<file path="src/rtl/pulse_stretch_pkg.sv">
// Shared types and constants for the pulse stretcher: FSM state encoding
// and the widths of the shared cycle counter and the pending-event counter.
package pulse_stretch_pkg;

    localparam int c_CNT_W  = 22;
    localparam int c_PEND_W = 4;

    typedef enum logic [1:0] {
        ST_IDLE = 2'd0,
        ST_ON   = 2'd1,
        ST_GAP  = 2'd2
    } state_t;

endpackage

</file>
<file path="src/rtl/pulse_stretch.sv">
// Stretches each input event into a fixed-length high pulse followed by a
// guaranteed low gap; events arriving while busy are queued and replayed.
module pulse_stretch
    import pulse_stretch_pkg::*;
#(
    parameter int unsigned c_ON_LIMIT  = 2500000,
    parameter int unsigned c_GAP_LIMIT = 1250000,
    parameter int unsigned c_PEND_MAX  = 15
) (
    input  logic                i_clk,
    input  logic                i_rst,
    input  logic                i_event,
    output logic                o_pulse,
    output logic                o_busy,
    output logic [c_PEND_W-1:0] o_pending,
    output logic                o_drop
);

    localparam logic [c_CNT_W-1:0]  c_ON_LAST  = c_CNT_W'(c_ON_LIMIT - 1);
    localparam logic [c_CNT_W-1:0]  c_GAP_LAST = c_CNT_W'(c_GAP_LIMIT - 1);
    localparam logic [c_PEND_W-1:0] c_PEND_TOP = c_PEND_W'(c_PEND_MAX);

    state_t              r_state;
    logic [c_CNT_W-1:0]  r_cnt;
    logic [c_PEND_W-1:0] r_pend;
    logic                r_pulse;
    logic                r_busy;
    logic                r_drop;

    logic w_on_done;
    logic w_gap_done;
    logic w_pend_full;
    logic w_replay;

    assign w_on_done   = (r_cnt == c_ON_LAST);
    assign w_gap_done  = (r_cnt == c_GAP_LAST);
    assign w_pend_full = (r_pend == c_PEND_TOP);
    // An event landing on the last gap cycle is consumed directly by the replay.
    assign w_replay    = (r_pend != '0) || i_event;

    // NOTE: sequential state uses non-blocking assignments only, so every
    // branch below reads the pre-edge values of r_cnt/r_pend consistently.
    always_ff @(posedge i_clk or posedge i_rst) begin
        if (i_rst) begin
            r_state <= ST_IDLE;
            r_cnt   <= '0;
            r_pend  <= '0;
            r_pulse <= 1'b0;
            r_busy  <= 1'b0;
            r_drop  <= 1'b0;
        end else begin
            r_drop <= 1'b0;
            case (r_state)
                ST_IDLE: begin
                    if (i_event) begin
                        r_state <= ST_ON;
                        r_cnt   <= '0;
                        r_pulse <= 1'b1;
                        r_busy  <= 1'b1;
                    end
                end

                ST_ON: begin
                    if (w_on_done) begin
                        r_state <= ST_GAP;
                        r_cnt   <= '0;
                        r_pulse <= 1'b0;
                    end else begin
                        r_cnt <= r_cnt + 1'b1;
                    end
                    if (i_event) begin
                        if (w_pend_full) r_drop <= 1'b1;
                        else             r_pend <= r_pend + 1'b1;
                    end
                end

                ST_GAP: begin
                    if (w_gap_done) begin
                        if (w_replay) begin
                            r_state <= ST_ON;
                            r_cnt   <= '0;
                            r_pulse <= 1'b1;
                            if (!i_event) r_pend <= r_pend - 1'b1;
                        end else begin
                            r_state <= ST_IDLE;
                            r_cnt   <= '0;
                            r_busy  <= 1'b0;
                        end
                    end else begin
                        r_cnt <= r_cnt + 1'b1;
                        if (i_event) begin
                            if (w_pend_full) r_drop <= 1'b1;
                            else             r_pend <= r_pend + 1'b1;
                        end
                    end
                end

                default: begin
                    r_state <= ST_IDLE;
                    r_cnt   <= '0;
                    r_pend  <= '0;
                    r_pulse <= 1'b0;
                    r_busy  <= 1'b0;
                end
            endcase
        end
    end

    assign o_pulse   = r_pulse;
    assign o_busy    = r_busy;
    assign o_pending = r_pend;
    assign o_drop    = r_drop;

endmodule

</file>
<file path="config.mk">
export PLATFORM = sky130hd
export DESIGN_NAME = pulse_stretch
export DESIGN_NICKNAME = d
export VERILOG_FILES = /design/src/rtl/pulse_stretch_pkg.sv /design/src/rtl/pulse_stretch.sv
export SDC_FILE = /design/constraint.sdc
export NUM_CORES = 1
export LEC_CHECK = 0
export CORE_MARGIN = 8
export CORE_UTILIZATION = 67
export CTS_BUF_LIST = sky130_fd_sc_hd__clkbuf_8
export DETAILED_ROUTE_END_ITERATION = 16
export PLACE_DENSITY_LB_ADDON = 0.15
export SETUP_SLACK_MARGIN = 0.1
export SYNTH_ARGS = -nofsm -noshare
export SYNTH_HDL_FRONTEND = slang
export SYNTH_SLANG_ARGS = --single-unit
</file>
<file path="constraint.sdc">
create_clock -name i_clk -period 6.3 [get_ports i_clk]
set_input_delay 1.26 -clock i_clk [delete_from_list [all_inputs] [get_ports i_clk]]
set_output_delay 1.26 -clock i_clk [all_outputs]
set_load 0.03 [all_outputs]
</file>
# Yosys cells after proc, flatten, opt, wreduce, memory -nomap -nowiden
# Cells that the tools add are included.
# op_classes
eq_ne,12
reduce_logical,7
muxes,27
add_sub_neg,3
bitwise_logic,2
# op_table
operator,count
22-bit 2-to-1 mux,3
22-bit one-hot mux with 3 select lines,1
"22-bit by 1-bit adder with 22-bit output, second input constant",1
"22-bit by 21-bit == test with 1-bit output, second input constant",1
"22-bit == test, second input constant",1
4-bit 2-to-1 mux,5
4-bit one-hot mux with 3 select lines,1
1-bit 2-to-1 mux,10
"2-bit inequality test, second input constant",5
4-bit AND reduction,2
2-bit 2-to-1 mux,3
"3-bit inequality test, second input constant",2
1-bit one-hot mux with 3 select lines,2
2-bit one-hot mux with 3 select lines,1
3-bit AND reduction,2
"4-bit by 1-bit adder with 4-bit output, second input constant",1
"4-bit == test, second input constant",1
4-bit nonzero test,1
"4-bit by 1-bit subtractor with 4-bit output, second input constant",1
"2-bit by 1-bit == test with 1-bit output, second input constant",1
"2-bit == test, second input constant",1
2-bit zero test,1
1-bit inverter,2
1-bit one-hot mux with 2 select lines,1
1-bit logical OR,1
# totals
word_cells,57
out_inout_bits,7
in_bits,3
register_bits,31

# Logic depth before layout (Yosys ltp)
# Gate-level depths: netlist of the first run.
# logic_depth
depth_word,5
mapped_depth,10
mapped_depth_nobuf,8

# Worst setup path after synthesis of the first run
# No wires, ideal clock.
# synth_path
kind,input to register
from,input i_event
to,"register r_pend[2], in the netlist o_pending[2]"
slack_ns,3.776
path_buffers,1
required_ns,6.175
stages,4
arrival_time_ns,2.399
setup_ns,0.125
cell_sequence,clkbuf_1 or2_2 a41oi_1 mux2_2
# synth_between
elab_chain_len,3
word_cells_on_any_way,7
classes_between,2 x eq/ne; 3 x mux; 2 x reduce/logical
# synth_lines
item,line,rtl
"start, declared",pulse_stretch.sv:12,"input logic i_event,"
4-bit 2-to-1 mux / 1-bit logical OR (equally long branches),--,
4-bit 2-to-1 mux / 3-bit inequality test (equally long branches),--,
4-bit one-hot mux with 3 select lines / 3-bit AND reduction (equally long branches),--,
"end signal, assigned",pulse_stretch.sv:73,else r_pend <= r_pend + 1'b1;
"end signal, assigned",pulse_stretch.sv:83,if (!i_event) r_pend <= r_pend - 1'b1;
"end signal, assigned",pulse_stretch.sv:93,else r_pend <= r_pend + 1'b1;
"end, declared",pulse_stretch.sv:25,logic [c_PEND_W-1:0] r_pend;
# Several ways; a longest one is shown, not always the timed one.
# A chain may end at the register's enable or synchronous reset.

# Final worst setup path of the first run
# layout_path
from,input i_event
to,register r_cnt[8]
# layout_between
elab_chain_len,1
# layout_lines
item,line,rtl
2-bit inequality test (no line),--,
"end signal, assigned",pulse_stretch.sv:69,r_cnt <= r_cnt + 1'b1;
"end signal, assigned",pulse_stretch.sv:90,r_cnt <= r_cnt + 1'b1;
"end, declared",pulse_stretch.sv:24,logic [c_CNT_W-1:0] r_cnt;
# Every way passes these cells.

==> results.yml, run 1 <==
pwr:
  peakVddDrop_uv: 218
  p_per_area_mw_per_mm2: 257
  p_leak_nw: 1.02
outcome:
  status: "finished clean"
critical_path:
  critPathArrivalTime_ns: 3.56
  crit_start: "i_event"
  crit_end: "r_cnt[8]"
  crit_path_end_kind: "flip-flop"
  cp_slowest_cell: "a21oi_2"
  r2r_setup_slack_ns: 3.50
  crit_buf_inv: 1
  crit_chain: "clkdlybuf4s50_1 > nor2_1 > a21oi_2 > o21ai_0 > a31oi_1"
  cp_max_fo: 30
  cp.depth: 5
  r2r_cells: 8
  r2r_end: "r_cnt[8]"
  cp_slowest_stage_delay_ns: 0.90
  path_class: "in2reg"
  critPathLaunchType: "input pin"
  rr_startpoint: "r_state[0]"
  cp.required_ns: 6.49
  cpLargestDelayFamily: "compound AO/OA/AOI/OAI gates"
cells_and_area:
  utilization_pct: 74.5
  final_net_count: 267
  drive_gt1_share_pct: 7.00
  n_fill_cell: 235
  mostFrequentLayoutCells: "dfrtp_1, nand2_1, a21oi_1, nand3_1"
  final_common_cell: "dfrtp_1"
  antenna_cells: 0
  syn2layout_area_growth_pct: 8.23
  post-route-cell-area_mm2: 0.00224
timing:
  holdWs_ns: 0.527
  slew_viol_final: 0
  maxSlewHeadroom_pct: 23.6
  fin_skew_ns: 0.00626
  finalSetupTns_ns: 0
  worst_pin_slew_ns: 1.15
  timing.final.crit_share_pct: 53.5
  grt_setup_unrepaired: "false"
  maxClockFrequency_mhz: 297
  setup_viol: 0
  hold_violations: 0
  period_needed_ns: 3.37
  setup_ws_ns: 2.93
routing:
  ant_nets: 0
  drtIter0Drc: 180
  drt-vias-per-instance: 6.49
  via_count: 1882
  drtPass1Iterations: 4
  wire_per_inst_um: 15.5
  drc: 0
  wl_um: 4510
place:
  io_buffers: 9
  dp_hpwl_um: 3290
  pre_cts_slack_ns: 2.72
  place_area_mm2: 0.00215
  gp_congestion: 0.969
synth:
  ys_types: 47
  syn-num-nets: 258
  synth.area.mux_share_pct: 2.00
  synth-edff-count: 0
  synth_top_family_by_area: "simple AND/OR/NAND/NOR gates"
  synth.area.top_cells: "dfrtp_1, a21oi_1, nand2_1, ha_1, nand3_1"
  synth_top_cell_by_area: "dfrtp_1"
  synth_xor_xnor_area_share_pct: 2.12
  netlist_instances: 247
  ys.flop_type: "dfrtp_1"
  ys_ff_latch: 31
  synth_seq_area_share_pct: 37.5
  syn-cell-area_mm2: 0.00207
  yosysTopAreaCellShare_pct: 37.5
  synth_compound_area_share_pct: 23.0
  synth_fa_ha_area_share_pct: 4.84
  ys_async_sr_fraction_pct: 100
  avgSynthCellArea_um2: 8.37
  yosys.area_share.simple_pct: 25.0
  ys_warn_count: 0
worst_hold_path:
  holdPathStages: 1
  hp-class: "reg2reg"
cts:
  cts.clk_slew.worst_paths_ns: 0.06
  holdBufCountCts: 0
  numCtsBuffers: 5
  worst_skew_pair.late_latency_ns: 0.28
  cts_setup_buffers: 0
  cts_tree: "done"
  clock_path_buffers: 2
  clkSinkCount: 31
  postCtsResizedCells: 0
  htree_levels: 2
  cts-root-buf: "clkbuf_8"
die:
  die_h_um: 71.6
  die_w_um: 71.6
  core-area_mm2: 0.00300
  start_util_pct: 68.9
  die-area_mm2: 0.00512
  fp-row-count: 20
  pin_count: 10
global_routing:
  overflow: 0
  grt_pass1_wl_um: 7670
  grt_max_degree: 32
  grt_pass1_vias: 1670
  antenna_found_initial: 0
  grt_usage_pct: 18.6
run:
  drv_cap: 0
## metrics by stage
| stage | instances | power, W |
|---|---|---|
| global placement | 282 | 0.000428 |
| CTS | 290 | 0.000581 |
| floorplan | 247 | 0.000375 |
| detailed placement | 282 | 0.000430 |
| finish | 290 | 0.000576 |
| global route | 290 | 0.000611 |
## logic make-up (layout without fill, tap and decap cells)
group | Yosys count | count (layout)
muxes | 4 | 4
and+or+nand+nor | 99 | 99
xor gates and xnor gates | 5 | 5
DFF | 31 | 31
buffers and inverters | 24 | 34
adders and majority gates | 8 | 8
AOI/OAI and AO/OA | 76 | 76
## state kept, by name, summed over array words and instances, names as in the netlist
name,count
o_busy,1
o_drop,1
o_pending,4
o_pulse,1
r_cnt,22
r_state,2
## worst min-delay path by stage
stage	from	end	slack (ns)
2_1_floorplan	r_cnt[21]	r_cnt[21]	0.47
3_3_place_gp	r_cnt[21]	r_cnt[21]	0.49
3_5_place_dp	o_pulse	o_pulse	0.52
4_1_cts	r_cnt[21]	r_cnt[21]	0.52
5_1_grt	r_cnt[21]	r_cnt[21]	0.53
6_report	r_cnt[0]	r_cnt[0]	0.53
## cell usage after synthesis, drive strengths merged (3+ instances only)
| cell type | number |
|---|---|
| ha | 8 |
| nand3 | 19 |
| a31oi | 15 |
| nand4 | 5 |
| mux2i | 3 |
| buf | 3 |
| nor2 | 12 |
| and2 | 4 |
| and3 | 3 |
| o21ai | 16 |
| xnor2 | 3 |
| nor3 | 7 |
| dfrtp | 31 |
| clkbuf | 5 |
| nand2b | 5 |
| a21oi | 28 |
| inv | 16 |
| nor4 | 3 |
| nand2 | 28 |
## report_power, final
| group | total [W] | internal [W] | switching [W] |
|---|---|---|---|
| Sequential | 0.000251 | 0.000218 | 0.0000329 |
| Clock | 0.000148 | 0.0000754 | 0.0000728 |
| Combinational | 0.000176 | 0.0000775 | 0.0000989 |
| Total | 0.000576 | 0.000371 | 0.000205 |
## area by class of cell
cell class                      instances  area, um^2  share of cell area [%]
Tap cell                               33        41.3                    1.84
Clock buffer                            5        68.8                    3.07
Inverter                               16        60.1                    2.68
Clock inverter                          3        15.0                   0.671
Multi-Input combinational cell        192        1180                    52.7
Sequential cell                        31         776                    34.7
Timing Repair Buffer                   10        97.6                    4.36
## layer usage
metal | track usage [%] | vias to the layer above | part of all wire (%)
met5 | 0 | - | 0
met3 | 5.44 | 9 | 6.4
met2 | 31.0 | 66 | 49
met1 | 22.0 | 885 | 44
li1 | - | 922 | -
met4 | 7.03 | 0 | 1.3
No activity file was read; power rests on OpenSTA's default activity.
==> inputs of run 2 (changes only) <==
--- a/config.mk
+++ b/config.mk
@@ -6,7 +6,7 @@
 export NUM_CORES = 1
 export LEC_CHECK = 0
 export CORE_MARGIN = 8
-export CORE_UTILIZATION = 67
+export CORE_UTILIZATION = 56
 export CTS_BUF_LIST = sky130_fd_sc_hd__clkbuf_8
 export DETAILED_ROUTE_END_ITERATION = 16
 export PLACE_DENSITY_LB_ADDON = 0.15
==> constraint.sdc (replaced) <==
create_clock -name i_clk -period 3.1 [get_ports i_clk]
set_input_delay 0.62 -clock i_clk [delete_from_list [all_inputs] [get_ports i_clk]]
set_output_delay 0.62 -clock i_clk [all_outputs]
set_load 0.03 [all_outputs]
==> run 2 against run 1 <==
Count of clock-buffer cells in the layout grew 1; sequential cell count unchanged; clock power up 120%; critical path depth is 2 higher; non-clock buffer count increased by 5; global-route usage fell by 0.82 points; design area grew 2.7%; clock skew is essentially flat; critical endpoint is now r_cnt[3].
==> results.yml, run 2 (same netlist as run 1, synthesis figures left out) <==
cts:
  cts_tree: "done"
  worst_skew_pair.late_latency_ns: 0.29
  htree_levels: 2
  cts-root-buf: "clkbuf_8"
  cts.clk_slew.worst_paths_ns: 0.06
  postCtsResizedCells: 0
  holdBufCountCts: 0
  cts_setup_buffers: 0
  clkSinkCount: 31
  clock_path_buffers: 2
  numCtsBuffers: 5
routing:
  ant_nets: 0
  drtPass1Iterations: 7
  wl_um: 4890
  drtIter0Drc: 137
  drt-vias-per-instance: 6.06
  drc: 0
  via_count: 1873
  wire_per_inst_um: 15.8
pwr:
  p_leak_nw: 1.05
  power_w: 0.00120
  peakVddDrop_uv: 357
  p_per_area_mw_per_mm2: 521
cells_and_area:
  largest_reg_flops: 22
  max_flop_register: "r_cnt"
  syn2layout_area_growth_pct: 11.1
  mostFrequentLayoutCells: "dfrtp_1, nand2_1, a21oi_1, nand3_1"
  drive_gt1_share_pct: 8.43
  final_net_count: 272
  post-route-cell-area_mm2: 0.00230
  final_common_cell: "dfrtp_1"
  antenna_cells: 0
critical_path:
  critPathLaunchType: "flip-flop"
  cp_max_fo: 23
  crit_path_end_kind: "flip-flop"
  rr_startpoint: "r_cnt[11]"
  crit_start: "r_cnt[11]"
  cp.required_ns: 3.28
  path_class: "reg2reg"
  critPathArrivalTime_ns: 2.84
timing:
  hold_violations: 0
  finalSetupTns_ns: 0
  fin_skew_ns: 0.00579
  period_needed_ns: 2.66
  grt_setup_unrepaired: "false"
  slew_viol_final: 0
  maxClockFrequency_mhz: 376
  worst_pin_slew_ns: 0.922
  timing.final.crit_share_pct: 85.8
  maxSlewHeadroom_pct: 38.5
  setup_viol: 0
outcome:
  status: "finished clean"
place:
  place_area_mm2: 0.00221
  io_buffers: 9
  dp_hpwl_um: 3530
  gp_congestion: 0.889
global_routing:
  antenna_found_initial: 0
  overflow: 0
  grt_pass1_wl_um: 8740
  grt_max_degree: 32
  grt_usage_pct: 17.8
  grt_pass1_vias: 1874
die:
  start_util_pct: 57.4
  fp-row-count: 22
  die_h_um: 76.8
  die_w_um: 76.8
  pin_count: 10
  core-area_mm2: 0.00361
  die-area_mm2: 0.00589
worst_hold_path:
  min_from: "r_cnt[21]"
  hp-class: "reg2reg"
run:
  drv_cap: 0
==> run 2: changes by cell type in the layout (fill, tap and decap cells not counted) <==
cell and delta:
clkinv_2 -2, clkbuf_8 +1, buf_4 +5
==> run 2: cell type report <==
cell class / instances / area [um^2]
fillers: 321 / 1310
clock buffers: 6 / 82.6
flip-flops and latches: 31 / 776
well taps: 48 / 60.1
multi-input cells: 192 / 1180
clock inverters: 1 / 5.00
repair buffers: 15 / 135
inverters: 16 / 60.1
==> run 2: power breakdown <==
group / internal (W) / leakage, nW / switching [W] / total (W)
combinational: 0.000158 / 0.614 / 0.000205 / 0.000363
clock: 0.000174 / 0.0470 / 0.000146 / 0.000319
sequential: 0.000443 / 0.388 / 0.0000712 / 0.000515
total: 0.000775 / 1.05 / 0.000422 / 0.00120
==> run 2: final timing paths <==
path                               to  slack, ns  depth (start not counted)
setup / recovery             r_cnt[3]       0.44                          7
hold / removal              r_cnt[21]       0.50                          1
setup reg to reg             r_cnt[3]       0.44                          7
hold reg to reg             r_cnt[21]       0.50                          1
max in group asynchronous  r_state[1]       2.10                          3
min in group asynchronous    r_cnt[7]       0.71                          3
==> run 2: critical path, cell delays in order (launching register included) <==
cell and delay (ns):
dfrtp_1 0.43, or4b_1 0.57, or3_4 0.39, o41ai_4 0.39, a21oi_2 0.29, buf_4 0.26, a21oi_1 0.13, o2bb2ai_1 0.08
==> run 2: per-layer routing <==
metal  part of all wire (%)  track usage [%]  wire length, um
met1                     44             20.0             2160
met2                     49             30.3             2410
met3                    5.5             5.24              267
met4                    1.2             7.50               60
met5                      0                0                0
==> run 2: per-stage QoR <==
stage	util (%)	std cells	hold slack, ns	setup slack (ns)
final	63.7	309	0.502	0.439
after global routing	63.7	309	0.555	0.300
after global placement	61.3	302	0.493	0.537
after floorplan	-	247	0.466	0.725
after detailed placement	61.3	302	0.494	0.485
after CTS	63.7	309	0.504	0.481
==> inputs of run 3 (changes only) <==
--- a/config.mk
+++ b/config.mk
@@ -9,7 +9,8 @@
 export CORE_UTILIZATION = 56
 export CTS_BUF_LIST = sky130_fd_sc_hd__clkbuf_8
 export DETAILED_ROUTE_END_ITERATION = 16
-export PLACE_DENSITY_LB_ADDON = 0.15
+export PLACE_DENSITY = 0.83
+export REMOVE_ABC_BUFFERS = 1
 export SETUP_SLACK_MARGIN = 0.1
 export SYNTH_ARGS = -nofsm -noshare
 export SYNTH_HDL_FRONTEND = slang
==> run 3 against run 2 <==
Critical path type unchanged; setup slack better by 0.12 ns; sequential share of layout area fell by 0.33 points; first-iteration DRC count down 12%; non-clock buffer count shrank 1.
==> results.yml, run 3 (same netlist as run 1, synthesis figures left out) <==
outcome:
  status: "finished clean"
critical_path:
  critPathLaunchType: "flip-flop"
  cp_max_fo: 30
  cp.required_ns: 3.25
  r2r_setup_slack_ns: 0.56
  path_class: "reg2reg"
  rr_startpoint: "r_cnt[11]"
  r2r_end: "r_cnt[17]"
  critPathArrivalTime_ns: 2.69
  r2r_cells: 7
  crit_path_end_kind: "flip-flop"
cts:
  cts.clk_slew.worst_paths_ns: 0.07
  cts-root-buf: "clkbuf_8"
  holdBufCountCts: 0
  numCtsBuffers: 5
  clkSinkCount: 31
  clock_path_buffers: 2
  worst_skew_pair.late_latency_ns: 0.29
  postCtsResizedCells: 0
  cts_tree: "done"
  htree_levels: 2
  cts_setup_buffers: 0
timing:
  period_needed_ns: 2.54
  maxSlewHeadroom_pct: 64.6
  worst_pin_slew_ns: 0.526
  holdWs_ns: 0.530
  fin_skew_ns: 0.00846
  setup_viol: 0
  timing.final.crit_share_pct: 82.0
  grt_setup_unrepaired: "false"
  hold_violations: 0
  finalSetupTns_ns: 0
  slew_viol_final: 0
  maxClockFrequency_mhz: 394
routing:
  drtPass1Iterations: 4
  drt-vias-per-instance: 6.21
  drtIter0Drc: 120
  drc: 0
  wl_um: 4850
  via_count: 1918
  ant_nets: 0
  wire_per_inst_um: 15.7
pwr:
  power_w: 0.00128
  p_leak_nw: 1.06
  peakVddDrop_uv: 390
  p_per_area_mw_per_mm2: 552
global_routing:
  overflow: 0
  grt_pass1_vias: 1827
  grt_max_degree: 32
  antenna_found_initial: 0
  grt_pass1_wl_um: 8450
  grt_usage_pct: 17.1
cells_and_area:
  final_net_count: 271
  syn2layout_area_growth_pct: 12.2
  antenna_cells: 0
  drive_gt1_share_pct: 8.43
  mostFrequentLayoutCells: "dfrtp_1, nand2_1, a21oi_1, nand3_1"
  stdcell_count: 309
  largest_reg_flops: 22
  n_fill_cell: 328
  utilization_pct: 64.4
  max_flop_register: "r_cnt"
  final_common_cell: "dfrtp_1"
die:
  fp-row-count: 22
  die_h_um: 76.8
  die-area_mm2: 0.00589
  core-area_mm2: 0.00361
  die_w_um: 76.8
  start_util_pct: 57.4
  pin_count: 10
place:
  post-place-cells: 301
  gp_congestion: 0.937
  dp_hpwl_um: 3540
  io_buffers: 9
run:
  drv_cap: 0
worst_hold_path:
  hp-class: "reg2reg"
  holdPathStages: 2
  hold_end: "o_pulse"
  min_from: "o_pulse"
-- run 3: worst max-delay path by stage --
stage,to,startpoint,slack (ns),depth (start not counted)
detailed placement,r_cnt[17],r_cnt[11],0.60,7
global route,r_cnt[17],r_cnt[11],0.49,7
finish,r_cnt[17],r_cnt[11],0.56,7
global placement,r_cnt[17],r_cnt[11],0.66,7
CTS,r_cnt[17],r_cnt[11],0.59,7
floorplan,r_cnt[17],r_cnt[11],0.68,6
-- run 3: metrics by stage --
step	setup WS [ns]	instance area, um^2
6_report	0.559	2320
5_1_grt	0.485	2320
4_1_cts	0.588	2320
3_5_place_dp	0.598	2200
3_3_place_gp	0.657	2200
2_1_floorplan	0.684	2020
-- run 3: where the power goes --
group / switching [W] / internal (W) / total [W]
clock: 0.000149 / 0.000260 / 0.000409
sequential: 0.0000723 / 0.000443 / 0.000516
combinational: 0.000200 / 0.000157 / 0.000358
total: 0.000421 / 0.000860 / 0.00128
-- run 3: area by class of cell --
cell class	count	area, um^2	share of cell area, %
Clock buffer	6	82.6	3.56
Clock inverter	2	35.0	1.51
Multi-Input combinational cell	192	1180	50.8
Timing Repair Buffer	14	128	5.50
Inverter	16	60.1	2.59
Tap cell	48	60.1	2.59
Sequential cell	31	776	33.4
-- run 3: layer usage --
metal / GRT usage (%) / share of wire, % / up-vias / wire, um
li1: - / - / 932 / -
met1: 19.9 / 44 / 918 / 2150
met2: 29.1 / 49 / 55 / 2390
met3: 4.31 / 4.4 / 13 / 215
met4: 7.12 / 2.1 / 0 / 104
met5: 0 / 0 / - / 0
-- run 3: worst max-delay path: stages, from the launching register on --
cell	delay, ns
dfrtp_1	0.44
or4b_1	0.55
or3_4	0.39
o41ai_4	0.41
a21oi_2	0.09
buf_4	0.24
a41oi_1	0.23
a31oi_1	0.06
